## config.mk

```make
export PLATFORM = sky130hd
export DESIGN_NAME = bf16_bfp_encoder
export DESIGN_NICKNAME = d
export VERILOG_FILES = /design/src/rtl/bf16_bfp_encoder.sv
export SDC_FILE = /design/constraint.sdc
export NUM_CORES = 1
export LEC_CHECK = 0
export CAP_MARGIN = 40
export CORE_UTILIZATION = 32
export DETAILED_ROUTE_END_ITERATION = 16
export DONT_BUFFER_PORTS = 1
export PLACE_DENSITY = 0.52
export SLEW_MARGIN = 20
export SYNTH_ARGS = -nofsm -noshare
export SYNTH_HDL_FRONTEND = slang
export SYNTH_SLANG_ARGS = --single-unit
```

## constraint.sdc

```tcl
create_clock -name clk -period 4.2 [get_ports clk]
set_clock_uncertainty 0.2 [all_clocks]
set_input_delay 0.63 -clock clk [delete_from_list [all_inputs] [get_ports clk]]
set_output_delay 0.63 -clock clk [all_outputs]
set_load 0.01 [all_outputs]
```

## src/rtl/bf16_bfp_encoder.sv

```systemverilog
// ---------------------------------------------------------------------------
// bf16_bfp_encoder
//
// Streaming block-floating-point encoder for the CIM dot-product datapath.
// It collects SIZE BF16 operands, one per valid/ready handshake, and finds
// their largest exponent. It then turns every operand into an 8-bit
// two's-complement mantissa aligned to that shared exponent. The packed
// vector, the shared exponent and an Inf/NaN flag are offered on a
// valid/ready output port.
//
// Ports
//   clk            system clock
//   rst_n          asynchronous active-low reset
//   i_in_valid     BF16 element valid
//   o_in_ready     encoder can accept an element (high only while loading)
//   i_in_data      BF16 element: sign[15], exp[14:7], frac[6:0]
//   o_out_valid    block result valid
//   i_out_ready    downstream accepts the block
//   o_out_exp      shared (maximum) exponent
//   o_out_mant     aligned mantissas; element 0 sits in the top byte
//   o_out_special  some element of the block had exp == 8'hFF
// ---------------------------------------------------------------------------
module bf16_bfp_encoder #(
    parameter int SIZE   = 2,
    parameter int MANT_W = 8
) (
    input  logic                     clk,
    input  logic                     rst_n,
    input  logic                     i_in_valid,
    output logic                     o_in_ready,
    input  logic [15:0]              i_in_data,
    output logic                     o_out_valid,
    input  logic                     i_out_ready,
    output logic [7:0]               o_out_exp,
    output logic [MANT_W*SIZE-1:0]   o_out_mant,
    output logic                     o_out_special
);

    localparam int CNT_W = (SIZE > 1) ? $clog2(SIZE) : 1;
    localparam logic [CNT_W-1:0] LAST_IDX = CNT_W'(SIZE - 1);

    typedef enum logic [1:0] {
        LOAD  = 2'd0,
        ALIGN = 2'd1,
        OUT   = 2'd2
    } state_t;

    state_t           r_state;
    logic [CNT_W-1:0] r_count;
    logic [7:0]       r_maxExp;
    logic             r_special;
    // The bottom fraction bit is dropped at capture because the
    // 8-bit mantissa has only 6 fraction bits.
    logic [14:0]      r_buf [SIZE];

    logic             w_accept;
    logic [7:0]       w_inExp;
    logic             w_unused;
    logic [14:0]      w_cur;
    logic             w_sign;
    logic [7:0]       w_exp;
    logic [5:0]       w_frac;
    logic [7:0]       w_diff;
    logic [6:0]       w_mag;
    logic [MANT_W-1:0] w_mant;

    assign w_accept = i_in_valid && o_in_ready;
    assign w_inExp  = i_in_data[14:7];
    assign w_unused = i_in_data[0];

    assign w_cur  = r_buf[r_count];
    assign w_sign = w_cur[14];
    assign w_exp  = w_cur[13:6];
    assign w_frac = w_cur[5:0];
    assign w_diff = r_maxExp - w_exp;

    // Alignment of the element at the current index. Zero and denormal
    // inputs are flushed to zero. A shift of 7 or more empties the 7-bit
    // magnitude, so that case is forced to zero instead of shifted.
    always_comb begin
        w_mag = '0;
        if (w_exp != 8'd0 && w_diff < 8'd7) begin
            w_mag = {1'b1, w_frac} >> w_diff[2:0];
        end
        // Negating a zero magnitude wraps back to 8'h00. This gives the
        // "negative zero encodes as zero" rule without extra logic.
        w_mant = w_sign ? (~{1'b0, w_mag} + 8'd1) : {1'b0, w_mag};
    end

    // Control FSM and datapath registers. In LOAD, elements are captured
    // and the running max exponent is tracked. In ALIGN, one mantissa is
    // converted per cycle straight into the output vector. In OUT, the
    // result is held until the downstream handshake.
    always_ff @(posedge clk or negedge rst_n) begin
        if (!rst_n) begin
            r_state       <= LOAD;
            r_count       <= '0;
            r_maxExp      <= '0;
            r_special     <= 1'b0;
            o_in_ready    <= 1'b1;
            o_out_valid   <= 1'b0;
            o_out_exp     <= '0;
            o_out_mant    <= '0;
            o_out_special <= 1'b0;
            for (int i = 0; i < SIZE; i++) begin
                r_buf[i] <= '0;
            end
        end else begin
            case (r_state)
                LOAD: begin
                    if (w_accept) begin
                        r_buf[r_count] <= i_in_data[15:1];
                        if (w_inExp != 8'd0 && w_inExp > r_maxExp) begin
                            r_maxExp <= w_inExp;
                        end
                        if (w_inExp == 8'hFF) begin
                            r_special <= 1'b1;
                        end
                        if (r_count == LAST_IDX) begin
                            r_count    <= '0;
                            o_in_ready <= 1'b0;
                            r_state    <= ALIGN;
                        end else begin
                            r_count <= r_count + 1'b1;
                        end
                    end
                end
                ALIGN: begin
                    o_out_mant[MANT_W*(SIZE-1-int'(r_count)) +: MANT_W] <= w_mant;
                    if (r_count == LAST_IDX) begin
                        r_count       <= '0;
                        o_out_exp     <= r_maxExp;
                        o_out_special <= r_special;
                        o_out_valid   <= 1'b1;
                        r_state       <= OUT;
                    end else begin
                        r_count <= r_count + 1'b1;
                    end
                end
                OUT: begin
                    if (i_out_ready) begin
                        o_out_valid <= 1'b0;
                        r_maxExp    <= '0;
                        r_special   <= 1'b0;
                        o_in_ready  <= 1'b1;
                        r_state     <= LOAD;
                    end
                end
                default: begin
                    r_state <= LOAD;
                end
            endcase
        end
    end

endmodule

```

==> results.tsv, run 1 <==
metric	value	unit
status	finished, violations left	
violations	DRC	
fmax	252	MHz
antenna_found_initial	0	
synth_common_cells	dfrtp_1 (68), nand2_1 (52), o21ai_0 (31)	
fin_crit	3960	ps
synth_cell_types	51	
cts.clk_slew.worst_paths	60	ps
syn-num-nets	414	
critPathSlowestCell	fa_1	
critPathMaxStageDelay	610	ps
fill_cells	1152	
grt_overflow	0	
io_buffers	0	
drive_gt1_frac	0.187	
fp.dieH	112	µm
r2r_slack	240	ps
async_reset_ff_frac	1.00	
yosys.area.top_type	dfrtp_1	
synth_cells	376	
relSlewSlack	0.624	
critPathKind	flop to flop	
grt_max_degree	70	
required	4240	ps
reg2reg_depth	12	
grt_pass1_vias	2824	
cts-root-buf	clkbuf_16	
hold_class	input port to flop	
synth.area.top_cells	dfrtp_1 (44%), mux2_2 (8.4%), mux2i_1 (6.5%)	
routed_wl	9040	µm
cts.htree.levels	3	
n_antenna_cell	0	
fin_setup_tns	0	ps
gp_congestion	0.789	
grt_pass1_wl	15000	µm
vias	2780	
ys_ff_latch	69	
dr.pass1.iters	11	
io-pin-count	47	
coreArea	0.0116	mm²
fin_ws	238	ps
min_to	r_state[1]	
worstPathCellList	mux2_2 -> ha_1 -> fa_1 -> mux4_2 -> mux4_2 -> nand2_1 -> ha_2 -> nand2_1 -> o311a_1 -> a211oi_2 -> a21oi_1 -> a22oi_1	
worst_skew_pair.late_latency	330	ps
rsz0062_at_grt	false	
drc	5	
placed_cells	513	
start_util	0.333	
ys.warnings.count	0	
cp_max_fo	6	
wire_per_inst	17.0	µm
drt-vias-per-instance	5.22	
die_area	0.0125	mm²
netlist_area	0.00387	mm²
die_w	112	µm
final-hold-violation-count	0	
synth_area_per_cell	10.3	µm²
end_kind	flop	
min_from	i_out_ready	
synth_top_flop_cell	dfrtp_1	
critPathLaunchType	flop	
synth_edf_count	0	
drv_cap	0	
r2r_start	r_count	
rows	39	
regArea	0.00173	mm²
cts.sinks	69	
yosysSeqAreaShare	0.446	
maxSlewViolCount	0	
hpwlAfterDp	6600	µm
synth_top_area_frac	0.440	
tritoncts	yes	
setup_viol	0	
cts_buffer_depth	2	
synth.most_common_cell	dfrtp_1	
drt_iter0_markers	117	
ant_nets	0	
finalCritPeriodShare	0.943	
final_cell_count_no_fill	533	
min_path_cells	1	
nets	423	
syn_to_final_growth	15.1	%
r2r-end	o_out_mant[14]	
arrival	4000	ps
tightest_slew	563	ps
cts_buffers	9	
track_usage	0.156	
multiInputGateArea	0.00198	mm²
place_worst_setup_slack	187	ps
==> area by class of cell <==
type / instances / area share
Sequential cell: 69 / 0.388
Inverter: 26 / 0.0219
Timing Repair Buffer: 12 / 0.0270
Clock buffer: 13 / 0.0629
Multi-Input combinational cell: 267 / 0.445
Clock inverter: 3 / 0.0146
Tap cell: 143 / 0.0402
==> metal layers <==
metal  vias to the layer above  track usage  part of all wire
li1                       1357            -                 -
met1                      1347        0.216              0.50
met2                        64        0.230              0.43
met3                        12       0.0386             0.048
met4                         0       0.0720             0.019
met5                         -            0                 0
==> worst max-delay path, delay by kind of cell, from the launching register on <==
kind | cells | cell delay [ps]
mux | 3 | 1260
fa+ha+maj | 3 | 1050
compound gates | 4 | 750
flops | 1 | 410
simple gates | 2 | 210
==> stage by stage <==
stage                     hold WS, ps  area [µm²]   util
after global routing              221        4450  0.383
after floorplan                   134        3870      -
after CTS                         188        4430  0.381
after detailed placement          136        4050  0.348
final                             198        4450  0.383
after global placement            136        4030  0.347
==> kinds of logic (layout without fill, tap and decap cells) <==
family / after synthesis / after routing / share of synthesized area
XOR/XNOR: 8 / 8 / 0.0200
buffers and inverters: 40 / 54 / 0.0427
AO/OA/AOI/OAI: 80 / 80 / 0.132
AND/OR/NAND/NOR: 104 / 104 / 0.132
multiplexers: 57 / 57 / 0.167
adder cells (fa/ha/maj): 18 / 18 / 0.0601
flip-flops: 69 / 69 / 0.446
==> repair_timing <==
item                                    in CTS  in global routing
buffers inserted                             0                  2
hold buffers                                 2                  0
hold endpoints to repair                    69                  0
gates resized for setup                      0                  3
endpoints found under the setup margin       0                  5
==> registers in the layout (all words and copies together), names as in the netlist <==
register       flops
o_in_ready         1
o_out_exp          8
o_out_mant        16
o_out_special      1
o_out_valid        1
r_buf             30
r_count            1
r_maxExp           8
r_special          1
r_state            2
==> worst max-delay path by stage <==
| stage | endpoint | start | slack (ps) |
|---|---|---|---|
| 6_report | o_out_mant[14] | r_count | 240 |
| 5_1_grt | o_out_mant[14] | r_count | 30 |
| 4_1_cts | o_out_mant[14] | r_count | 160 |
| 3_5_place_dp | o_out_mant[14] | r_count | 190 |
| 3_3_place_gp | o_out_mant[14] | r_count | 250 |
| 2_1_floorplan | o_out_mant[6] | r_count | 60 |
==> cell usage in the layout (no fill, tap or decap), types with 3 or more instances in the layout <==
cell type	Yosys	layout
xnor2_1	5	5
nand4_1	5	5
clkbuf_16	0	9
inv_1	26	26
o31ai_1	6	6
dfrtp_1	68	68
nand3_1	4	4
mux2_2	29	29
mux4_2	3	3
nor3_1	5	5
ha_1	17	16
nor2_1	13	13
a21oi_1	16	15
clkbuf_8	0	4
o21a_1	4	4
nand2_1	52	52
o21ai_0	31	31
nor4_1	5	5
mux2i_1	25	25
o21ai_1	4	4
nor2b_1	4	4
nand2b_1	4	4
buf_4	0	8
Power of run 1 is not shown: default switching activity piles up to over one toggle a cycle in this logic, so the estimate is an artifact.
==> run 2, diff against run 1 <==
Settings changed: CAP_MARGIN 40 to unset, GPL_ROUTABILITY_DRIVEN set to 0, MAX_ROUTING_LAYER set to met4.
==> run 2 against run 1 <==
The flow still finishes with violations (DRC). Maximum frequency shrank 0.63%. Critical endpoint unchanged. Sequential cell count is the same. Final cell count shrank 0.38%. Die area is the same.
==> results.tsv, run 2 (same netlist as run 1, synthesis figures left out) <==
metric	value	unit	change
critPathKind	flop to flop		unchanged
critPathMaxStageDelay	620	ps	was 610 ps
start_util	0.333		unchanged
drc	5		unchanged
cts.htree.levels	3		unchanged
largest_reg_flops	30		unchanged
r2r_slack	210	ps	was 240 ps
dr.pass1.iters	10		was 11
antenna_found_initial	0		unchanged
r2r_start	r_count		unchanged
worst_skew_pair.late_latency	340	ps	was 330 ps
tightest_slew	551	ps	was 563 ps
end_kind	flop		unchanged
grt_pass1_vias	2879		was 2824
die_area	0.0125	mm²	unchanged
drive_gt1_frac	0.183		was 0.187
final-hold-violation-count	0		unchanged
grt_overflow	0		unchanged
maxSlewViolCount	0		unchanged
routed_wl	8990	µm	was 9040 µm
vias	2768		was 2780
worstPathCellList	mux2_2 -> ha_1 -> fa_1 -> mux4_2 -> mux4_2 -> nand2_1 -> ha_2 -> nand2_1 -> o311a_1 -> a211oi_2 -> a21oi_1 -> a22oi_1		unchanged
utilization	0.380		was 0.383
r2r-end	o_out_mant[14]		unchanged
coreArea	0.0116	mm²	unchanged
cts_buffers	9		unchanged
syn_to_final_growth	13.9	%	was 15.1%
final_cell_count_no_fill	531		was 533
min_path_cells	1		unchanged
track_usage	0.159		was 0.156
finalCritPeriodShare	0.949		was 0.943
fill_cells	1155		was 1152
top_regs	r_buf x30, o_out_mant x16		unchanged
violations	DRC		unchanged
drt-vias-per-instance	5.21		was 5.22
relSlewSlack	0.632		was 0.624
tritoncts	yes		unchanged
fin_setup_tns	0	ps	unchanged
arrival	4030	ps	was 4000 ps
required	4240	ps	about the same
die_w	112	µm	unchanged
cts.clk_slew.worst_paths	60	ps	about the same
fp.dieH	112	µm	unchanged
critPathSlowestCell	fa_1		unchanged
nets	421		was 423
cp_max_fo	6		unchanged
io_buffers	0		unchanged
grt_max_degree	70		unchanged
cts-root-buf	clkbuf_16		unchanged
ant_nets	0		unchanged
grt_pass1_wl	14900	µm	was 15000 µm
io-pin-count	47		unchanged
fmax	251	MHz	was 252 MHz
drv_cap	0		unchanged
status	finished, violations left		unchanged
hpwlAfterDp	6560	µm	was 6600 µm
critPathLaunchType	flop		unchanged
mostFrequentLayoutCells	dfrtp_1 (68), nand2_1 (52), o21ai_0 (31)		unchanged
placed_cells	512		was 513
wire_per_inst	16.9	µm	was 17.0 µm
min_from	i_out_ready		unchanged
layout_commonest_cell	dfrtp_1		unchanged
setup_viol	0		unchanged
min_to	r_state[1]		unchanged
drt_iter0_markers	127		was 117
fin_crit	3990	ps	was 3960 ps
hold_class	input port to flop		unchanged
rows	39		unchanged
reg2reg_depth	12		unchanged
cts_buffer_depth	2		unchanged
cts.sinks	69		unchanged
n_antenna_cell	0		unchanged
max_flop_register	r_buf		unchanged
rsz0062_at_grt	false		unchanged
-- run 2: worst max-delay path by stage --
stage	start	endpoint	slack [ps]	cells after the start
6_report	r_count	o_out_mant[14]	210	12
3_5_place_dp	r_count	o_out_mant[14]	180	12
5_1_grt	r_count	o_out_mant[14]	0.7	13
2_1_floorplan	r_count	o_out_mant[6]	60	16
4_1_cts	r_count	o_out_mant[14]	140	12
3_3_place_gp	r_count	o_out_mant[14]	250	12
-- run 2: cell type report --
cell class / count / area (µm²) / area share
clock inverter: 7 / 90.1 / 0.0204
inverter: 26 / 97.6 / 0.0221
tap: 143 / 179 / 0.0406
clock buffer: 9 / 225 / 0.0511
multi-input combinational: 267 / 1980 / 0.450
sequential: 69 / 1730 / 0.392
timing repair buffer: 10 / 105 / 0.0238
-- run 2: metrics by stage --
stage	cell area, µm²	setup slack (ps)	hold slack [ps]
after floorplan	3870	64.4	134
after global placement	4030	255	136
after detailed placement	4030	181	136
after CTS	4390	136	188
after global routing	4410	0.671	191
final	4410	213	198
-- run 2: timing repair --
item,CTS,global route
endpoints found under the hold margin,69,0
gates resized for setup,0,3
hold buffers,2,0
endpoints found under the setup margin,0,3
setup buffers,0,0
-- run 2: worst max-delay path: cells and delay by family, from the launching register on --
family,cells,cell delay [ps]
AOI/OAI and AO/OA,4,750
adders and majority gates,3,1060
DFF,1,420
muxes,3,1260
and+or+nand+nor,2,200
-- run 2: routing by layer --
| metal | part of all wire | vias up | track usage |
|---|---|---|---|
| met4 | 0.017 | 0 | 0.0729 |
| met1 | 0.48 | 1355 | 0.202 |
| met5 | 0 | - | - |
| met2 | 0.45 | 49 | 0.238 |
| li1 | - | 1353 | - |
| met3 | 0.048 | 11 | 0.0419 |
Power of run 2 is left out for the same reason.
==> run 3, diff against run 2 <==
--- a/config.mk
+++ b/config.mk
@@ -6,11 +6,10 @@
 export NUM_CORES = 1
 export LEC_CHECK = 0
-export CORE_UTILIZATION = 32
+export CORE_UTILIZATION = 57
 export DETAILED_ROUTE_END_ITERATION = 16
 export DONT_BUFFER_PORTS = 1
 export GPL_ROUTABILITY_DRIVEN = 0
 export MAX_ROUTING_LAYER = met4
-export PLACE_DENSITY = 0.52
-export SLEW_MARGIN = 20
+export PLACE_DENSITY = 0.8
 export SYNTH_ARGS = -nofsm -noshare
 export SYNTH_HDL_FRONTEND = slang
==> constraint.sdc (replaced) <==
create_clock -name clk -period 4.2 [get_ports clk]
set_clock_uncertainty 0.2 [all_clocks]
set_input_delay 0.63 -clock clk [delete_from_list [all_inputs] [get_ports clk]]
set_output_delay 0.63 -clock clk [all_outputs]
set_load 0.02 [all_outputs]
==> run 3 against run 2 <==
The flow still finishes with violations (DRC). Sequential cell count unchanged. Sequential share of layout area increased by 2.2 points. Setup slack improved by 24 ps. Global-route usage increased by 8.9 points. Via count is the same. Non-clock buffer count shrank 4. Hold slack got worse by 4.0 ps. First-iteration DRC count grew 44%. Largest cell class unchanged.
==> results.tsv, run 3 (same netlist as run 1, synthesis figures left out) <==
metric	value	unit	change
status	finished, violations left		unchanged
violations	DRC		unchanged
cts.htree.levels	3		unchanged
drt-vias-per-instance	6.00		was 5.21
io_buffers	0		unchanged
fin_setup_tns	0	ps	unchanged
fmax	252	MHz	was 251 MHz
cts.clk_slew.worst_paths	70	ps	was 60 ps
r2r_slack	240	ps	was 210 ps
hold_class	input port to flop		unchanged
required	4250	ps	was 4240 ps
fp.dieH	84.4	µm	was 112 µm
critPathLaunchType	flop		unchanged
cts_buffer_depth	2		unchanged
min_from	i_out_ready		unchanged
worst_skew_pair.late_latency	350	ps	was 340 ps
top_regs	r_buf x30, o_out_mant x16		unchanged
drt_iter0_markers	183		was 127
layout_commonest_cell	dfrtp_1		unchanged
relSlewSlack	0.286		was 0.632
post_cts_resized	0		unchanged
track_usage	0.249		was 0.159
cts_buffers	9		unchanged
grt_pass1_vias	2760		was 2879
post_cts_buffers	0		unchanged
vias	2768		unchanged
final-hold-violation-count	0		unchanged
drc	4		was 5
rsz0062_at_grt	false		unchanged
die_area	0.00712	mm²	was 0.0125 mm²
critPathKind	flop to flop		unchanged
grt_max_degree	70		unchanged
start_util	0.599		was 0.333
wl_met2	3660	µm	was 4050 µm
n_antenna_cell	0		unchanged
cp_max_fo	13		was 6
routed_wl	7810	µm	was 8990 µm
route.met3.wl	430	µm	was 436 µm
r2r_start	r_count		unchanged
finalCritPeriodShare	0.944		was 0.949
rows	29		was 39
largest_reg_flops	30		unchanged
cts-root-buf	clkbuf_8		was clkbuf_16
tightest_slew	1070	ps	was 551 ps
antenna_found_initial	0		unchanged
syn_to_final_growth	7.95	%	was 13.9%
fin_crit	3960	ps	was 3990 ps
reg2reg_depth	13		was 12
mostFrequentLayoutCells	dfrtp_1 (68), nand2_1 (52), o21ai_0 (31)		unchanged
nets	417		was 421
tritoncts	yes		unchanged
cts.sinks	69		unchanged
die_w	84.4	µm	was 112 µm
hpwlAfterDp	5600	µm	was 6560 µm
min_to	r_state[1]		unchanged
maxSlewViolCount	0		unchanged
wire_per_inst	16.9	µm	about the same
drt-met1-wl	3610	µm	was 4350 µm
r2r-end	o_out_mant[6]		was o_out_mant[14]
end_kind	flop		unchanged
worstSetupStartpoint	r_count		unchanged
max_flop_register	r_buf		unchanged
arrival	4010	ps	was 4030 ps
grt_pass1_wl	13400	µm	was 14900 µm
coreArea	0.00646	mm²	was 0.0116 mm²
drv_cap	0		unchanged
ant_nets	0		unchanged
drive_gt1_frac	0.167		was 0.183
grt_overflow	0		unchanged
setup_viol	0		unchanged
top_layer	met4		unchanged
io-pin-count	47		unchanged
min_path_cells	1		unchanged
dr.pass1.iters	12		was 10
-- run 3: cell types whose count changed in the layout (fill, tap and decap cells not counted) --
cell and change:
a21oi_2 -1, ha_2 -1, bufinv_16 -1, clkbuf_8 +12
buf_6 -2, clkinv_2 -2, clkbuf_1 +1, a21oi_1 +1
buf_4 -2, clkinvlp_4 -1, ha_1 +1, clkbuf_16 -9
-- run 3: critical path: stages, from the launching register on --
cell	delay, ps
dfrtp_1	390
mux2_2	370
ha_1	190
fa_1	550
buf_4	220
nand2_1	110
mux4_2	520
nand2_1	130
ha_1	270
nand2_1	80
o311a_1	310
a211oi_2	200
a21oi_1	100
a22oi_1	200
-- run 3: repair_timing --
action | 4_1_cts | 5_1_grt
hold endpoints to repair | 69 | 0
hold buffers | 2 | 0
setup endpoints to repair | 0 | 4
-- run 3: stage by stage --
step	setup WS (ps)	std cells	instance area, µm²	utilization	hold WS (ps)
after floorplan	64.4	376	3870	-	134
after global placement	330	443	3930	0.608	137
after detailed placement	204	443	3930	0.608	137
after CTS	185	461	4180	0.647	181
after global routing	0.610	461	4180	0.647	192
final	237	461	4180	0.647	194
-- run 3: worst max-delay path by stage --
stage | slack, ps | endpoint | cells past startpoint
after floorplan | 60 | o_out_mant[6] | 16
after global placement | 330 | o_out_mant[6] | 15
after detailed placement | 200 | o_out_mant[6] | 15
after CTS | 180 | o_out_mant[6] | 15
after global routing | 0.6 | o_out_mant[6] | 13
final | 240 | o_out_mant[6] | 13
-- run 3: layout make-up --
type	instances	area (µm²)
tap	77	96.3
clock buffer	13	169
inverter	26	97.6
multi-input combinational	267	1980
sequential	69	1730
timing repair buffer	6	67.6
fill	519	2280
clock inverter	3	42.5
-- run 3: per-layer routing --
layer  vias up  global-route usage
li1       1346                   -
met1      1348               0.317
met2        64               0.390
met3        10              0.0600
met4         0              0.0909
met5         -                   -
Power of run 3 is left out for the same reason.
